**src/rtl/dut_probe_pkg.sv**
```systemverilog
// Shared types and constants for the probe selector / capture engine.
// Imported by dut_probe_capture.
package dut_probe_pkg;

    typedef enum logic [1:0] {
        IDLE    = 2'd0,
        ARMED   = 2'd1,
        CAPTURE = 2'd2,
        DONE    = 2'd3
    } state_e;

    localparam logic [1:0] TRIG_IMMEDIATE = 2'd0;
    localparam logic [1:0] TRIG_RISING    = 2'd1;
    localparam logic [1:0] TRIG_FALLING   = 2'd2;
    localparam logic [1:0] TRIG_LEVEL     = 2'd3;

endpackage

```
**src/rtl/dut_capture_ram.sv**
```systemverilog
// DEPTH x 1 simple dual-port RAM: one write port, one registered read port.
// A same-cycle read of the address being written returns the old contents.
module dut_capture_ram #(
    parameter int DEPTH      = 1024,
    parameter int ADDR_WIDTH = 10
) (
    input  logic                  clk,
    input  logic                  rst,
    input  logic                  we,
    input  logic [ADDR_WIDTH-1:0] waddr,
    input  logic                  wdata,
    input  logic [ADDR_WIDTH-1:0] raddr,
    output logic                  rdata
);

    logic mem [DEPTH];

    // NOTE: the array itself has no reset so it can map onto block RAM;
    // only the read-data register is cleared.
    always_ff @(posedge clk) begin
        if (we) begin
            mem[waddr] <= wdata;
        end
    end

    always_ff @(posedge clk) begin
        if (rst) begin
            rdata <= 1'b0;
        end else begin
            rdata <= mem[raddr];
        end
    end

endmodule

```
**src/rtl/dut_probe_capture.sv**
```systemverilog
// Live probe selector with an arm/trigger capture engine that stores DEPTH
// consecutive samples of the selected probe bit for readback by address.
module dut_probe_capture
    import dut_probe_pkg::*;
#(
    parameter int SIGNAL_COUNT = 32,
    parameter int SELECT_WIDTH = 5,
    parameter int DEPTH        = 1024,
    parameter int ADDR_WIDTH   = 10
) (
    input  logic                    clk,
    input  logic                    rst,
    input  logic [SIGNAL_COUNT-1:0] probe_signals,
    input  logic [SELECT_WIDTH-1:0] dut_signal_select,
    output logic                    dut_output,
    input  logic                    arm,
    input  logic                    abort,
    input  logic [1:0]              trigger_mode,
    output logic                    busy,
    output logic                    done,
    output logic [ADDR_WIDTH:0]     sample_count,
    input  logic [ADDR_WIDTH-1:0]   read_addr,
    output logic                    read_data
);

    localparam int                PAD_WIDTH = 2 ** SELECT_WIDTH;
    localparam logic [ADDR_WIDTH:0] LAST_ADDR = (ADDR_WIDTH + 1)'(DEPTH - 1);

    // Zero-padding to the full select range makes out-of-range selects read 0.
    logic [PAD_WIDTH-1:0] probe_padded;
    assign probe_padded = PAD_WIDTH'(probe_signals);

    state_e                  state_q, state_d;
    logic                    done_q, done_d;
    logic                    busy_d;
    logic [ADDR_WIDTH:0]     count_q, count_d;
    logic                    prev_q, prev_d;
    logic                    prev_valid_q, prev_valid_d;
    logic [SELECT_WIDTH-1:0] sel_lat_q, sel_lat_d;
    logic [1:0]              mode_q, mode_d;
    logic                    cap_q;
    logic                    arm_accept;
    logic                    trig_hit;
    logic                    wr_en;

    assign arm_accept = arm && !abort && (state_q == IDLE || state_q == DONE);

    // NOTE: every output of this block gets a default first so no path can
    // leave a signal unassigned and infer a latch.
    always_comb begin
        state_d      = state_q;
        done_d       = done_q;
        count_d      = count_q;
        prev_d       = prev_q;
        prev_valid_d = prev_valid_q;
        sel_lat_d    = sel_lat_q;
        mode_d       = mode_q;
        wr_en        = 1'b0;
        trig_hit     = 1'b0;

        case (mode_q)
            TRIG_IMMEDIATE: trig_hit = !prev_valid_q;
            TRIG_RISING:    trig_hit = prev_valid_q && !prev_q && cap_q;
            TRIG_FALLING:   trig_hit = prev_valid_q && prev_q && !cap_q;
            TRIG_LEVEL:     trig_hit = cap_q;
            default:        trig_hit = 1'b0;
        endcase

        if (abort) begin
            state_d = IDLE;
            done_d  = 1'b0;
        end else begin
            case (state_q)
                IDLE, DONE: begin
                    if (arm) begin
                        state_d      = ARMED;
                        sel_lat_d    = dut_signal_select;
                        mode_d       = trigger_mode;
                        done_d       = 1'b0;
                        count_d      = '0;
                        prev_valid_d = 1'b0;
                    end
                end
                ARMED: begin
                    prev_d       = cap_q;
                    prev_valid_d = 1'b1;
                    if (trig_hit) begin
                        wr_en   = 1'b1;
                        count_d = (ADDR_WIDTH + 1)'(1);
                        state_d = CAPTURE;
                    end
                end
                CAPTURE: begin
                    wr_en   = 1'b1;
                    count_d = count_q + (ADDR_WIDTH + 1)'(1);
                    if (count_q == LAST_ADDR) begin
                        state_d = DONE;
                        done_d  = 1'b1;
                    end
                end
                default: state_d = IDLE;
            endcase
        end

        busy_d = (state_d == ARMED) || (state_d == CAPTURE);
    end

    // The arming edge samples with the incoming select so the first ARMED
    // cycle already sees the bit being captured.
    // NOTE: sequential state uses non-blocking assignments only, so every
    // register samples pre-edge values regardless of statement order.
    always_ff @(posedge clk) begin
        if (rst) begin
            state_q      <= IDLE;
            done_q       <= 1'b0;
            busy         <= 1'b0;
            count_q      <= '0;
            prev_q       <= 1'b0;
            prev_valid_q <= 1'b0;
            sel_lat_q    <= '0;
            mode_q       <= TRIG_IMMEDIATE;
            cap_q        <= 1'b0;
            dut_output   <= 1'b0;
        end else begin
            state_q      <= state_d;
            done_q       <= done_d;
            busy         <= busy_d;
            count_q      <= count_d;
            prev_q       <= prev_d;
            prev_valid_q <= prev_valid_d;
            sel_lat_q    <= sel_lat_d;
            mode_q       <= mode_d;
            cap_q        <= probe_padded[arm_accept ? dut_signal_select : sel_lat_q];
            dut_output   <= probe_padded[dut_signal_select];
        end
    end

    assign done         = done_q;
    assign sample_count = count_q;

    dut_capture_ram #(
        .DEPTH      (DEPTH),
        .ADDR_WIDTH (ADDR_WIDTH)
    ) u_ram (
        .clk   (clk),
        .rst   (rst),
        .we    (wr_en),
        .waddr (count_q[ADDR_WIDTH-1:0]),
        .wdata (cap_q),
        .raddr (read_addr),
        .rdata (read_data)
    );

endmodule
```
**config.mk**
```make
export PLATFORM = sky130hd
export DESIGN_NAME = dut_probe_capture
export DESIGN_NICKNAME = d
export VERILOG_FILES = /design/src/rtl/dut_probe_pkg.sv /design/src/rtl/dut_capture_ram.sv /design/src/rtl/dut_probe_capture.sv
export SDC_FILE = /design/constraint.sdc
export NUM_CORES = 1
export LEC_CHECK = 0
export CORE_ASPECT_RATIO = 0.7
export CORE_MARGIN = 2
export CORE_UTILIZATION = 45
export DETAILED_ROUTE_END_ITERATION = 12
export PLACE_DENSITY = 0.62
export SETUP_SLACK_MARGIN = 0.02
export SYNTH_ARGS = -nofsm -noshare
export SYNTH_HDL_FRONTEND = slang
export SYNTH_SLANG_ARGS = --single-unit
export TNS_END_PERCENT = 5
```
**constraint.sdc**
```tcl
create_clock -name clk -period 19.85 [get_ports clk]
set_input_delay 3.97 -clock clk [delete_from_list [all_inputs] [get_ports clk]]
set_output_delay 3.97 -clock clk [all_outputs]
set_load 0.03 [all_outputs]
```
# After elaboration in Yosys (flattened, before gate mapping)
# Memory sizes are Yosys's and may differ from the RTL's. A register that Yosys moved wholly into a read port is not among the register bits.
# Index checks and enable logic that the tools add are counted.
dict set report op_classes {
  addsub 1
  order_cmp 2
  n_eq_ne 12
  muxes 23
  n_bitwise 1
  n_reduce_logical 23
}
# cell count
set ops {}
lappend ops {{11-bit case mux with 3 select lines} 1}
lappend ops {{11-bit two-way mux} 2}
lappend ops {{5-bit by 6-bit < comparator with 1-bit output, second input constant} 2}
lappend ops {{3-bit AND reduction} 4}
lappend ops {{11-bit by 1-bit adder with 11-bit output, second input constant} 1}
lappend ops {{11-bit by 10-bit equality test with 1-bit output, second input constant} 1}
lappend ops {{1-bit binary-select mux with 5-bit select} 2}
lappend ops {{2-bit equality test, second input constant} 5}
lappend ops {{1-bit two-way mux} 8}
lappend ops {{2-bit two-way mux} 4}
lappend ops {{2-bit by 1-bit equality test with 1-bit output, second input constant} 3}
lappend ops {{1-bit logical AND} 6}
lappend ops {{2-bit != test, second input constant} 3}
lappend ops {{1-bit case mux with 2 select lines} 3}
lappend ops {{2-bit case mux with 3 select lines} 1}
lappend ops {{5-bit two-way mux} 1}
lappend ops {{1-bit zero test} 4}
lappend ops {{2-bit zero test} 2}
lappend ops {{1-bit case mux with 4 select lines} 1}
lappend ops {{2-bit nonzero test} 2}
lappend ops {{2-bit OR reduction} 2}
lappend ops {{1-bit logical OR} 2}
lappend ops {{2-bit AND reduction} 1}
lappend ops {{1-bit NOT} 1}
dict set report word_totals {
  reg_bits 26
  ramBits 1024
  elab_cells 73
  memories 1
}
# memory depth word_bits read_ports rd_ports_with_merged_regs write_ports line_no
set memory_table {}
lappend memory_table {u_ram.mem 1024 1 1 1 1 dut_capture_ram.sv:16} ;# logic mem [DEPTH];

# Depth between registers and ports, before layout
dict set report depth {
  depth_word 9
  depth_mapped 13
  depth_no_buf 10
}

# Cells and area by module
# From an unflattened synthesis, not the netlist that was laid out.
dict set report unflattened {
  cells_unflattened 3507
  hier_area_um2 46921.3
}
# mod instances cells_each area_each_um2
set by_module_without_submodules {}
lappend by_module_without_submodules {dut_capture_ram 1 3281 44868.0}
lappend by_module_without_submodules {dut_probe_capture 1 226 2053.2}

# Least setup slack after synthesis
# Ideal clock, no wire load.
dict set report synth_path {
  path_kind {register -> register}
  start {reg cap_q}
  end {mem u_ram.mem[0] (data pin)}
  setup_time_ps 2821
  t_arrival_ps 12774
  required_ps 17029
  path_slack_ps 4255
  stages_incl_launch_ff 1
  n_path_buf 0
  cell_sequence {dfxtp_1}
}
# element line_no
set synth_rtl {}
lappend synth_rtl {{start, declared} dut_probe_capture.sv:41} ;# logic cap_q;
lappend synth_rtl {{start signal, assigned} dut_probe_capture.sv:133} ;# cap_q <= probe_padded[arm_accept ? dut_signal_select : sel_lat_q];
lappend synth_rtl {{end, declared} dut_capture_ram.sv:16}
# Straight into the memory's write port.

==> impl_metrics.py <==
metrics = {
    "outcome": {
        "run_status": "complete, no violations",
    },
    "place": {
        "gp_congestion": 0.789,
        "dpl.hpwl_mm": 69.3,
        "port_buffers": 67,
        "dpl.cell_count": 4581,
    },
    "synthesis": {
        "yosysUniqueCellTypes": 61,
        "netlist_area_sq_um": 46600,
        "synthArstFlopShare_pct": 0,
        "yosys_warnings": 0,
        "yosysSeqAreaShare_pct": 67.2,
        "synth_top_flop_cell": "edfxtp_1",
        "synth_top_area_cell": "edfxtp_1",
        "ys_top_cells_by_area": "edfxtp_1, nor2_1, mux4_2, mux2i_1, o221ai_1",
        "synth_top_area_share_pct": 66.0,
        "synthCells": 3428,
        "ys_ff_latch": 1051,
        "synth_edf_count": 1024,
        "synth.net_count": 3488,
        "avgSynthCellArea_sq_um": 13.6,
    },
    "timing": {
        "setup_viol": 0,
        "fin_crit_sh_pct": 43.0,
        "finClkSkew_ns": 0.0257,
        "relSlewSlack_pct": 17.7,
        "rsz0062_at_grt": "no",
        "period_minus_slack_ns": 8.55,
        "hold_viol_final": 0,
        "slew_viol_final": 0,
        "fmax_mhz": 117,
        "fin_tns_setup_ns": 0,
        "tightest_slew_ns": 1.23,
    },
    "power": {
        "power_leakage_nw": 15.8,
        "p_sw_w": 0.00107,
        "switching_share_pct": 22.4,
        "intPower_w": 0.00373,
        "clkPwrFrac_pct": 41.4,
        "p_per_area_nw_per_um2": 93.6,
        "pwr-share-comb_pct": 6.2,
        "p_seq_share_pct": 52.4,
        "worst_ir_drop_vdd_uv": 67.6,
    },
    "floorplanning": {
        "placementRows": 98,
        "io_pins": 68,
        "initial_core_util_pct": 45.5,
        "die_area_sq_um": 106000,
        "core_sq_um": 102000,
        "die_x_um": 388,
        "fp.dieH_um": 273,
    },
    "job": {
        "drv_cap": 0,
    },
    "layout": {
        "fin_nets": 3391,
        "area_delta_synth_final_pct": 10.2,
        "drive_above_1_share_pct": 11.4,
        "stdcell_count": 4766,
        "fillCellCount": 8826,
    },
    "worst_hold_path": {
        "holdCritPathClass": "flop to flop",
        "hold_path_startpoint": "done",
        "whs_endpoint": "done",
        "holdPathStages": 2,
    },
    "clock_tree": {
        "cts_setup_buffers": 0,
        "cts.clk_slew.worst_paths_ns": 0.07,
        "postCtsHoldBufs": 0,
        "cts_root_buf": "clkbuf_16",
        "cts_sinks": 1051,
        "clkLatencyLatePin_ns": 0.72,
        "h-tree-depth": 3,
        "cts_resized": 0,
        "clockBufferDepth": 3,
        "cts_tree": "yes",
        "cts_buffers": 98,
    },
    "global_routing": {
        "grt.total_usage_pct": 25.2,
        "grt_pass1_vias": 27700,
        "grt_pass1_wl_mm": 194,
        "grt_remaining_overflow": 0,
        "grt_max_degree": 267,
        "antenna_found_initial": 4,
    },
    "drt": {
        "drc": 0,
        "vias": 29400,
        "ant_nets": 0,
        "wl_per_cell_um": 28.4,
        "routed_via_density": 6.18,
        "drt_iter0_drc": 4212,
        "wirelength_mm": 135,
        "drt_first_pass_iters": 6,
    },
    "setup_path": {
        "cp_num_buf_inv": 4,
        "r2r_end": "u_ram.mem[804]",
        "arrival_ns": 9.11,
        "crit_type": "input pin to flop",
        "path_cells": "buf_8 -> buf_4 -> buf_12 -> buf_4 -> mux4_1 -> a2111oi_0 -> nor4_1 -> nand2_1 -> nor4b_2 -> nor4_1 -> a221oi_2",
        "ff2ff_path_depth": 7,
        "crit_slowest_cell": "buf_4",
        "worstPathMaxFanout": 104,
        "r2r-start": "cap_q",
        "r2r_setup_slack_ns": 15.32,
        "cp_top_family": "buffers and inverters",
        "critPathLaunchType": "input pin",
        "cp_slowest_stage_delay_ns": 0.84,
        "critPathCaptureType": "flop",
        "crit_required_ns": 20.41,
    },
}
[per-stage QoR]
step	setup WS [ns]	power, W	hold WS, ns	util (%)	area [sq um]
after global placement	10.49	0.00285	0.488	46.8	47900
after detailed placement	10.51	0.00286	0.488	46.8	47900
after floorplan	4.26	0.00285	0.480	-	46600
final	11.30	0.00480	0.492	50.1	51300
after global routing	11.04	0.00492	0.558	50.1	51300
after CTS	11.25	0.00482	0.497	50.1	51300
[area by class of cell]
| type | instances | area [sq um] | share of cell area [%] |
|---|---|---|---|
| Sequential cell | 1051 | 31300 | 61.0 |
| Multi-Input combinational cell | 2041 | 13700 | 26.8 |
| Clock buffer | 115 | 2610 | 5.09 |
| Tap cell | 1350 | 1690 | 3.29 |
| Timing Repair Buffer | 130 | 1180 | 2.31 |
| Clock inverter | 69 | 743 | 1.45 |
| Inverter | 9 | 33.8 | 0.0659 |
| Antenna cell | 1 | 2.50 | 0.00488 |
[registers in the layout (all words and copies together) (netlist names)]
register,flops
u_ram.mem,1024
busy,1
prev_valid_q,1
state_q,2
sel_lat_q,5
done,1
sample_count,11
prev_q,1
dut_output,1
mode_q,2
cap_q,1
u_ram.rdata,1
[power groups by stage]
stage / combinational (W) / clock (W) / sequential, W
after floorplan: 0.000147 / 0 / 0.00270
after global routing: 0.000315 / 0.00209 / 0.00251
after CTS: 0.000294 / 0.00201 / 0.00251
after global placement: 0.000291 / 0 / 0.00256
after detailed placement: 0.000293 / 0 / 0.00256
final: 0.000298 / 0.00199 / 0.00251
[synth_stat cells (7+ instances only)]
master	n
mux4_2	125
buf_6	29
clkbuf_1	242
nor2b_1	15
nor3_1	50
o221ai_1	106
ha_1	7
nor4_1	9
o21ai_0	44
mux4_1	17
inv_1	9
nand2_1	75
a21oi_1	57
dfxtp_1	27
buf_1	13
mux2i_1	274
o22ai_1	56
nand4_1	7
nor2_1	1077
a211oi_1	14
buf_2	24
nand3_1	30
edfxtp_1	1024
buf_8	7
[worst max-delay path by stage]
stage	start	endpoint	slack, ns	cells after the start
5_1_grt	read_addr[0]	u_ram.rdata	11.04	11
2_1_floorplan	cap_q	u_ram.mem[0]	4.26	0
4_1_cts	read_addr[0]	u_ram.rdata	11.25	11
3_5_place_dp	read_addr[0]	u_ram.rdata	10.51	11
6_report	read_addr[0]	u_ram.rdata	11.30	11
3_3_place_gp	read_addr[0]	u_ram.rdata	10.49	11
[cells by family (layout without fill, tap and decap cells)]
group	after synthesis	after routing	share of synthesized area, %
xor gates and xnor gates	8	8	0.151
buffers and inverters	336	323	3.67
adders and majority gates	7	7	0.188
and+or+nand+nor	1300	1300	11.2
DFF	1051	1051	67.2
AOI/OAI and AO/OA	309	309	4.66
other	0	1	0
muxes	417	417	12.9
[cells in the final DEF (no fill, tap or decap), drive strengths merged, types with 3 or more instances in the layout]
cell type	n
nand2	75
clkinv	45
inv	13
nor4	9
nand2b	6
mux2i	275
o21ai	47
a211oi	14
nand3b	4
and2	3
dfxtp	27
nand4	7
buf	66
nor2b	15
xor2	5
clkinvlp	5
and3	4
clkbuf	115
nor2	1077
nand3	30
o22ai	56
edfxtp	1024
a31oi	3
nor3	51
o221ai	108
mux4	142
a2111oi	6
a21oi	57
xnor2	3
bufinv	15
and3b	4
nor3b	7
clkdlybuf4s50	64
ha	7
[tightest hold or removal path, cell delays in order (launching register included)]
cell	delay, ns
dfxtp_1	0.31
nor2_1	0.09
nor4_1	0.05
[layer usage]
layer,up-vias,track usage (%),share of wire (%)
li1,12500,-,-
met1,15200,37.8,43
met2,1527,37.2,44
met3,244,5.36,11
met4,6,7.09,2.6
met5,-,0,0.031
(Power assumes the default switching activity.)
